==> src/rtl/decoder_2_to_4_seq_if.sv <==
// Handshake and output bundle for the registered 2-to-4 decoder.
// The master drives codes and scan requests; the slave (decoder) drives the one-hot lines.
interface decoder_2_to_4_seq_if;
  logic en;
  logic in_valid;
  logic a;
  logic b;
  logic in_ready;
  logic scan_start;
  logic d0;
  logic d1;
  logic d2;
  logic d3;
  logic out_valid;
  logic busy;
  logic scan_done;

  modport master (
    output en, in_valid, a, b, scan_start,
    input  in_ready, d0, d1, d2, d3, out_valid, busy, scan_done
  );

  modport slave (
    input  en, in_valid, a, b, scan_start,
    output in_ready, d0, d1, d2, d3, out_valid, busy, scan_done
  );
endinterface

==> src/rtl/decoder_2_to_4_seq.sv <==
// Registered 2-to-4 decoder with valid/ready input and a walking-one scan mode
// that holds each output line high for DWELL cycles.
module decoder_2_to_4_seq #(
  parameter int DWELL   = 4,
  parameter int DWELL_W = 8
) (
  input  logic                 clk,
  input  logic                 rst,
  decoder_2_to_4_seq_if.slave  bus
);

  typedef enum logic [0:0] {
    ST_IDLE = 1'b0,
    ST_SCAN = 1'b1
  } state_e;

  localparam logic [DWELL_W-1:0] DWELL_LAST = DWELL_W'(DWELL - 1);

  state_e             state_q, state_d;
  logic [3:0]         d_q, d_d;
  logic               out_valid_q, out_valid_d;
  logic               busy_q, busy_d;
  logic               scan_done_q, scan_done_d;
  logic [DWELL_W-1:0] cnt_q, cnt_d;
  logic [1:0]         line_q, line_d;

  logic               in_ready_s;
  logic               dwell_end_s;
  logic               last_step_s;
  logic [1:0]         line_nx_s;
  logic [1:0]         code_s;

  assign code_s      = {bus.a, bus.b};
  assign in_ready_s  = (state_q == ST_IDLE) & bus.en & ~rst;
  assign dwell_end_s = (cnt_q == DWELL_LAST);
  assign last_step_s = (state_q == ST_SCAN) & dwell_end_s & (line_q == 2'd3);
  assign line_nx_s   = line_q + 2'd1;

  // State and output registers; reset wins over everything, including mid-scan.
  always_ff @(posedge clk) begin
    if (rst) begin
      state_q     <= ST_IDLE;
      d_q         <= 4'b0000;
      out_valid_q <= 1'b0;
      busy_q      <= 1'b0;
      scan_done_q <= 1'b0;
      cnt_q       <= '0;
      line_q      <= 2'd0;
    end else begin
      state_q     <= state_d;
      d_q         <= d_d;
      out_valid_q <= out_valid_d;
      busy_q      <= busy_d;
      scan_done_q <= scan_done_d;
      cnt_q       <= cnt_d;
      line_q      <= line_d;
    end
  end

  // Next-state logic: scan_start leaves IDLE regardless of en.
  always_comb begin
    state_d = state_q;
    case (state_q)
      ST_IDLE: begin
        if (bus.scan_start) state_d = ST_SCAN;
        else                state_d = ST_IDLE;
      end
      ST_SCAN: begin
        if (last_step_s) state_d = ST_IDLE;
        else             state_d = ST_SCAN;
      end
      default: state_d = ST_IDLE;
    endcase
  end

  // Output/datapath logic: decode in IDLE, walking one with dwell counter in SCAN.
  always_comb begin
    d_d         = d_q;
    out_valid_d = 1'b0;
    busy_d      = 1'b0;
    scan_done_d = 1'b0;
    cnt_d       = cnt_q;
    line_d      = line_q;
    case (state_q)
      ST_IDLE: begin
        if (bus.scan_start) begin
          d_d    = 4'b0001;
          busy_d = 1'b1;
          cnt_d  = '0;
          line_d = 2'd0;
        end else if (bus.in_valid && in_ready_s) begin
          d_d         = 4'b0001 << code_s;
          out_valid_d = 1'b1;
        end else begin
          d_d = d_q;
        end
      end
      ST_SCAN: begin
        busy_d = 1'b1;
        if (dwell_end_s) begin
          cnt_d = '0;
          if (line_q == 2'd3) begin
            d_d         = 4'b0000;
            busy_d      = 1'b0;
            scan_done_d = 1'b1;
            line_d      = 2'd0;
          end else begin
            line_d = line_nx_s;
            d_d    = 4'b0001 << line_nx_s;
          end
        end else begin
          cnt_d = cnt_q + {{(DWELL_W-1){1'b0}}, 1'b1};
        end
      end
      default: begin
        d_d    = 4'b0000;
        cnt_d  = '0;
        line_d = 2'd0;
      end
    endcase
  end

  assign bus.in_ready  = in_ready_s;
  assign bus.d0        = d_q[0];
  assign bus.d1        = d_q[1];
  assign bus.d2        = d_q[2];
  assign bus.d3        = d_q[3];
  assign bus.out_valid = out_valid_q;
  assign bus.busy      = busy_q;
  assign bus.scan_done = scan_done_q;

endmodule

==> src/flat_wrapper.sv <==
// flat-port wrapper written by rule: the top's interface ports become plain ports
module decoder_2_to_4_seq_flat 
#(
  parameter int DWELL   = 4,
  parameter int DWELL_W = 8
)
  (clk, rst, bus_en, bus_in_valid, bus_a, bus_b, bus_scan_start, bus_in_ready, bus_d0, bus_d1, bus_d2, bus_d3, bus_out_valid, bus_busy, bus_scan_done);
  decoder_2_to_4_seq_if bus_i ();
  input  logic clk;
  input  logic rst;
  input wire logic [$bits(bus_i.en)-1:0] bus_en;
  input wire logic [$bits(bus_i.in_valid)-1:0] bus_in_valid;
  input wire logic [$bits(bus_i.a)-1:0] bus_a;
  input wire logic [$bits(bus_i.b)-1:0] bus_b;
  input wire logic [$bits(bus_i.scan_start)-1:0] bus_scan_start;
  output wire logic [$bits(bus_i.in_ready)-1:0] bus_in_ready;
  output wire logic [$bits(bus_i.d0)-1:0] bus_d0;
  output wire logic [$bits(bus_i.d1)-1:0] bus_d1;
  output wire logic [$bits(bus_i.d2)-1:0] bus_d2;
  output wire logic [$bits(bus_i.d3)-1:0] bus_d3;
  output wire logic [$bits(bus_i.out_valid)-1:0] bus_out_valid;
  output wire logic [$bits(bus_i.busy)-1:0] bus_busy;
  output wire logic [$bits(bus_i.scan_done)-1:0] bus_scan_done;
  assign bus_i.en = bus_en;
  assign bus_i.in_valid = bus_in_valid;
  assign bus_i.a = bus_a;
  assign bus_i.b = bus_b;
  assign bus_i.scan_start = bus_scan_start;
  assign bus_in_ready = bus_i.in_ready;
  assign bus_d0 = bus_i.d0;
  assign bus_d1 = bus_i.d1;
  assign bus_d2 = bus_i.d2;
  assign bus_d3 = bus_i.d3;
  assign bus_out_valid = bus_i.out_valid;
  assign bus_busy = bus_i.busy;
  assign bus_scan_done = bus_i.scan_done;
  decoder_2_to_4_seq #(.DWELL(DWELL), .DWELL_W(DWELL_W)) u_core (.clk(clk), .rst(rst), .bus(bus_i));
endmodule
==> config.mk <==
export PLATFORM = sky130hd
export DESIGN_NAME = decoder_2_to_4_seq_flat
export DESIGN_NICKNAME = d
export VERILOG_FILES = /design/src/rtl/decoder_2_to_4_seq_if.sv /design/src/rtl/decoder_2_to_4_seq.sv /design/src/flat_wrapper.sv
export SDC_FILE = /design/constraint.sdc
export NUM_CORES = 1
export LEC_CHECK = 0
export CAP_MARGIN = 5
export CORE_MARGIN = 4
export CORE_UTILIZATION = 51
export DETAILED_ROUTE_END_ITERATION = 8
export GPL_ROUTABILITY_DRIVEN = 0
export PLACE_DENSITY_LB_ADDON = 0.08
export SYNTH_ARGS = -nofsm -noshare
export SYNTH_HDL_FRONTEND = slang
export SYNTH_SLANG_ARGS = --single-unit
==> constraint.sdc <==
create_clock -name clk -period 1.9 [get_ports clk]
set_clock_uncertainty 0.2 [all_clocks]
set_input_delay 0.38 -clock clk [delete_from_list [all_inputs] [get_ports clk]]
set_output_delay 0.38 -clock clk [all_outputs]
set_load 0.03 [all_outputs]
==> impl_metrics.csv <==
group,metric,value,unit
outcome,run_status,"completed",
floorplanning,die_h,50.4,um
clock_network,cts_buffers,3,
worst_setup_path,worst-path-buf-inv,1,
layout,layout.filler_cells,139,
yosys,synth_warnings,0,
yosys,syn-cell-area,918,um2
placed_design,place_ws,-0.0585,ns
floorplanning,die_area,0.00254,mm2
drt,wl_per_cell,13.0,um
worst_setup_path,worstPathRequired,1.32,ns
worst_setup_path,critical_path.endpoint_type,"primary output",
sta,clock.fmax,540,MHz
worst_setup_path,reg2reg_from,"u_core.cnt_q[1]$_SDFFE_PP0P_",
clock_network,clock_path_buffers,2,
clock_network,clock_sink_count,18,
power,power_density,636,mW/mm2
drt,ant_nets,0,
drt,routed_via_density,5.46,
drt,routed_wl,2020,um
worst_setup_path,stage_delay_of_the_slowest_cell_on_the_critical_path,0.66,ns
worst_setup_path,crit_fanout,1,
yosys,mappedNetlistNets,117,
sta,slew_viol_final,0,
power,cellInternalPower,0.569,mW
placed_design,io_buffers,14,
sta,hold_viol,0,
power,vdd.ir_drop.worst,0.348,mV
layout,nNetsFinal,145,
worst_setup_path,crit_start,"u_core.bus.scan_done$_SDFF_PP0_",
drt,detailed_route_iter0_violations,18,
yosys,synth_seq_cells,18,
global_routing,pin_count_of_the_biggest_net_entering_global_routing,15,
clock_network,cts_tree,"done",
sta,timing.final.crit_share,0.975,
power,p_leak,0.513,nW
placed_design,dp_hpwl,1590,um
drt,first_pass_iters,4,
layout,final_layout_size_suffix_gt1_frac,0.214,
power,power.switching_fraction,0.260,
yosys,synth_seq_area_share,0.392,
global_routing,overflow,0,
sta,final_period_demand_of_the_worst_path,1.85,ns
global_routing,grt_first_pass_wirelength,3430,um
global_routing,vias_in_the_first_global_route,819,
yosys,synth.lib_cells_used.distinct,34,
worst_setup_path,critPathTopFamily,"buffers and inverters",
clock_network,cts_hold_repair.buffers,0,
power,power_frac_seq,0.522,
global_routing,grt_antenna_before_repair,0,
yosys,avgSynthCellArea,8.83,um2
worst_hold_path,holdCritPathClass,"flip-flop to flip-flop",
power,comb_power_share,0.167,
layout,commonest_cells_after_routing_fill_and_taps_aside,"sky130_fd_sc_hd__dfxtp_1, sky130_fd_sc_hd__buf_4, sky130_fd_sc_hd__nor2_1, sky130_fd_sc_hd__a21oi_1",
worst_setup_path,worst-endpoint-arrival,1.27,ns
worst_setup_path,critical_path.slowest_cell,"sky130_fd_sc_hd__clkdlybuf4s50_1",
layout,layout_commonest_cell,"sky130_fd_sc_hd__dfxtp_1",
drt,drcViolationCount,0,
power,switch_pwr,0.200,mW
layout,fin_cells,156,
sta,hold-worst-slack,0.274,ns
layout,utilization,0.708,
power,pwr-share-clk,0.311,
floorplanning,floorplan.initialDensity,0.538,
layout,antenna-diode-count,0,
floorplanning,fp-row-count,15,
clock_network,cts.root.buffer_cell,"sky130_fd_sc_hd__clkbuf_4",
clock_network,clock_latency,0.29,ns
power,post-layout-total-power,0.769,mW
yosys,synth_enable_flop_cells,0,
floorplanning,boundaryPins,15,
yosys,dominantRegCellSynth,"sky130_fd_sc_hd__dfxtp_1",
yosys,netlist_instances,104,
sta,tightestPinTransition,0.470,ns
clock_network,cts-htree-levels,1,
worst_setup_path,reg_to_reg_slack_setup,0.12,ns
run,cap_viol_max_count,0,
global_routing,globalRouteTotalUtil,0.172,
worst_setup_path,worstSetupPathType,"flip-flop to primary output",
clock_network,worst_setup_hold_path_clk_slew,0.11,ns
sta,timing.slew.headroom,0.684,
placed_design,place.detailed.instances,150,
floorplanning,placeableCoreArea,0.00171,mm2
layout,areaGrowthSynthToFinish,31.7,%
sta,setup_viol,0,
floorplanning,chipWidth,50.4,um
yosys,async_reset_ff_frac,0,
worst_setup_path,timing.critical_path.from_type,"flip-flop",
worst_setup_path,crit_path_cell_trace,"clkdlybuf4s50_1",
worst_hold_path,worstHoldStart,"u_core.d_q[0]$_SDFFE_PP0P_",
sta,fin_ws,0.0468,ns
drt,route.vias.total,852,
[registers in the layout, summed over array words and instances, names as in the netlist]
signal / flops
u_core.cnt_q: 8
u_core.d_q: 4
u_core.line_q: 2
u_core.bus.busy: 1
u_core.bus.out_valid: 1
u_core.bus.scan_done: 1
u_core.state_q: 1
[cells by family after synthesis]
family	Yosys count	share of synthesized area
AND/OR/NAND/NOR	39	0.252
adder cells (fa/ha/maj)	6	0.0817
flip-flops	18	0.392
XOR/XNOR	1	0.00954
multiplexers	1	0.0109
AO/OA/AOI/OAI	31	0.218
buffers and inverters	8	0.0354
[per-layer routing]
layer	vias up	wire length [um]	GRT usage
met3	0	41	0.0356
met1	406	963	0.214
met2	9	1020	0.302
met5	-	0	0
li1	437	-	-
met4	0	0	0.0404
[metrics by stage]
stage | setup TNS, ns | cell area (um2)
after floorplan | 0 | 923
after global placement | -0.0496 | 1160
after detailed placement | -0.224 | 1160
after CTS | 0 | 1190
after global routing | -0.00729 | 1210
final | 0 | 1210
[cell usage after synthesis (2+ instances only)]
master,n,share of area
sky130_fd_sc_hd__a211oi_1,2,0.016
sky130_fd_sc_hd__nor3_1,7,0.038
sky130_fd_sc_hd__nand2_1,4,0.016
sky130_fd_sc_hd__nor3b_1,3,0.025
sky130_fd_sc_hd__clkbuf_1,2,0.0082
sky130_fd_sc_hd__ha_1,6,0.082
sky130_fd_sc_hd__nor2_1,10,0.041
sky130_fd_sc_hd__inv_1,4,0.016
sky130_fd_sc_hd__nand3_1,3,0.016
sky130_fd_sc_hd__o21ai_0,7,0.038
sky130_fd_sc_hd__a221oi_1,2,0.019
sky130_fd_sc_hd__buf_2,2,0.011
sky130_fd_sc_hd__a31oi_1,2,0.014
sky130_fd_sc_hd__dfxtp_1,18,0.39
sky130_fd_sc_hd__a22o_2,2,0.022
sky130_fd_sc_hd__nand3b_1,2,0.016
sky130_fd_sc_hd__a21o_1,2,0.016
sky130_fd_sc_hd__a21oi_1,10,0.054
[final cells by class]
cell class,instances,area [um2],area share
Inverter,4,15.0,0.0124
Multi-Input combinational cell,78,533,0.441
Timing Repair Buffer,27,231,0.191
Sequential cell,18,363,0.300
Clock buffer,4,36.3,0.0300
Tap cell,25,31.3,0.0259
[power by group through the flow]
stage / clock network [mW] / logic [mW] / registers, mW
2_1_floorplan: 0 / 0.0545 / 0.423
3_3_place_gp: 0 / 0.132 / 0.410
3_5_place_dp: 0 / 0.133 / 0.410
4_1_cts: 0.245 / 0.129 / 0.401
5_1_grt: 0.262 / 0.138 / 0.403
6_report: 0.239 / 0.128 / 0.401
[path summary, 6_finish.rpt]
kind,end,cells after the start
max reg2reg,u_core.cnt_q[3]$_SDFFE_PP0P_,6
min,u_core.d_q[0]$_SDFFE_PP0P_,2
min reg2reg,u_core.d_q[0]$_SDFFE_PP0P_,2
max,bus_scan_done,1
[timing repair]
item,4_1_cts,5_1_grt
gates resized for setup,5,4
buffers inserted,0,2
setup endpoints to repair,5,3
endpoints found under the hold margin,0,0
gates cloned,0,0
Power figures use the tool's default switching activity.
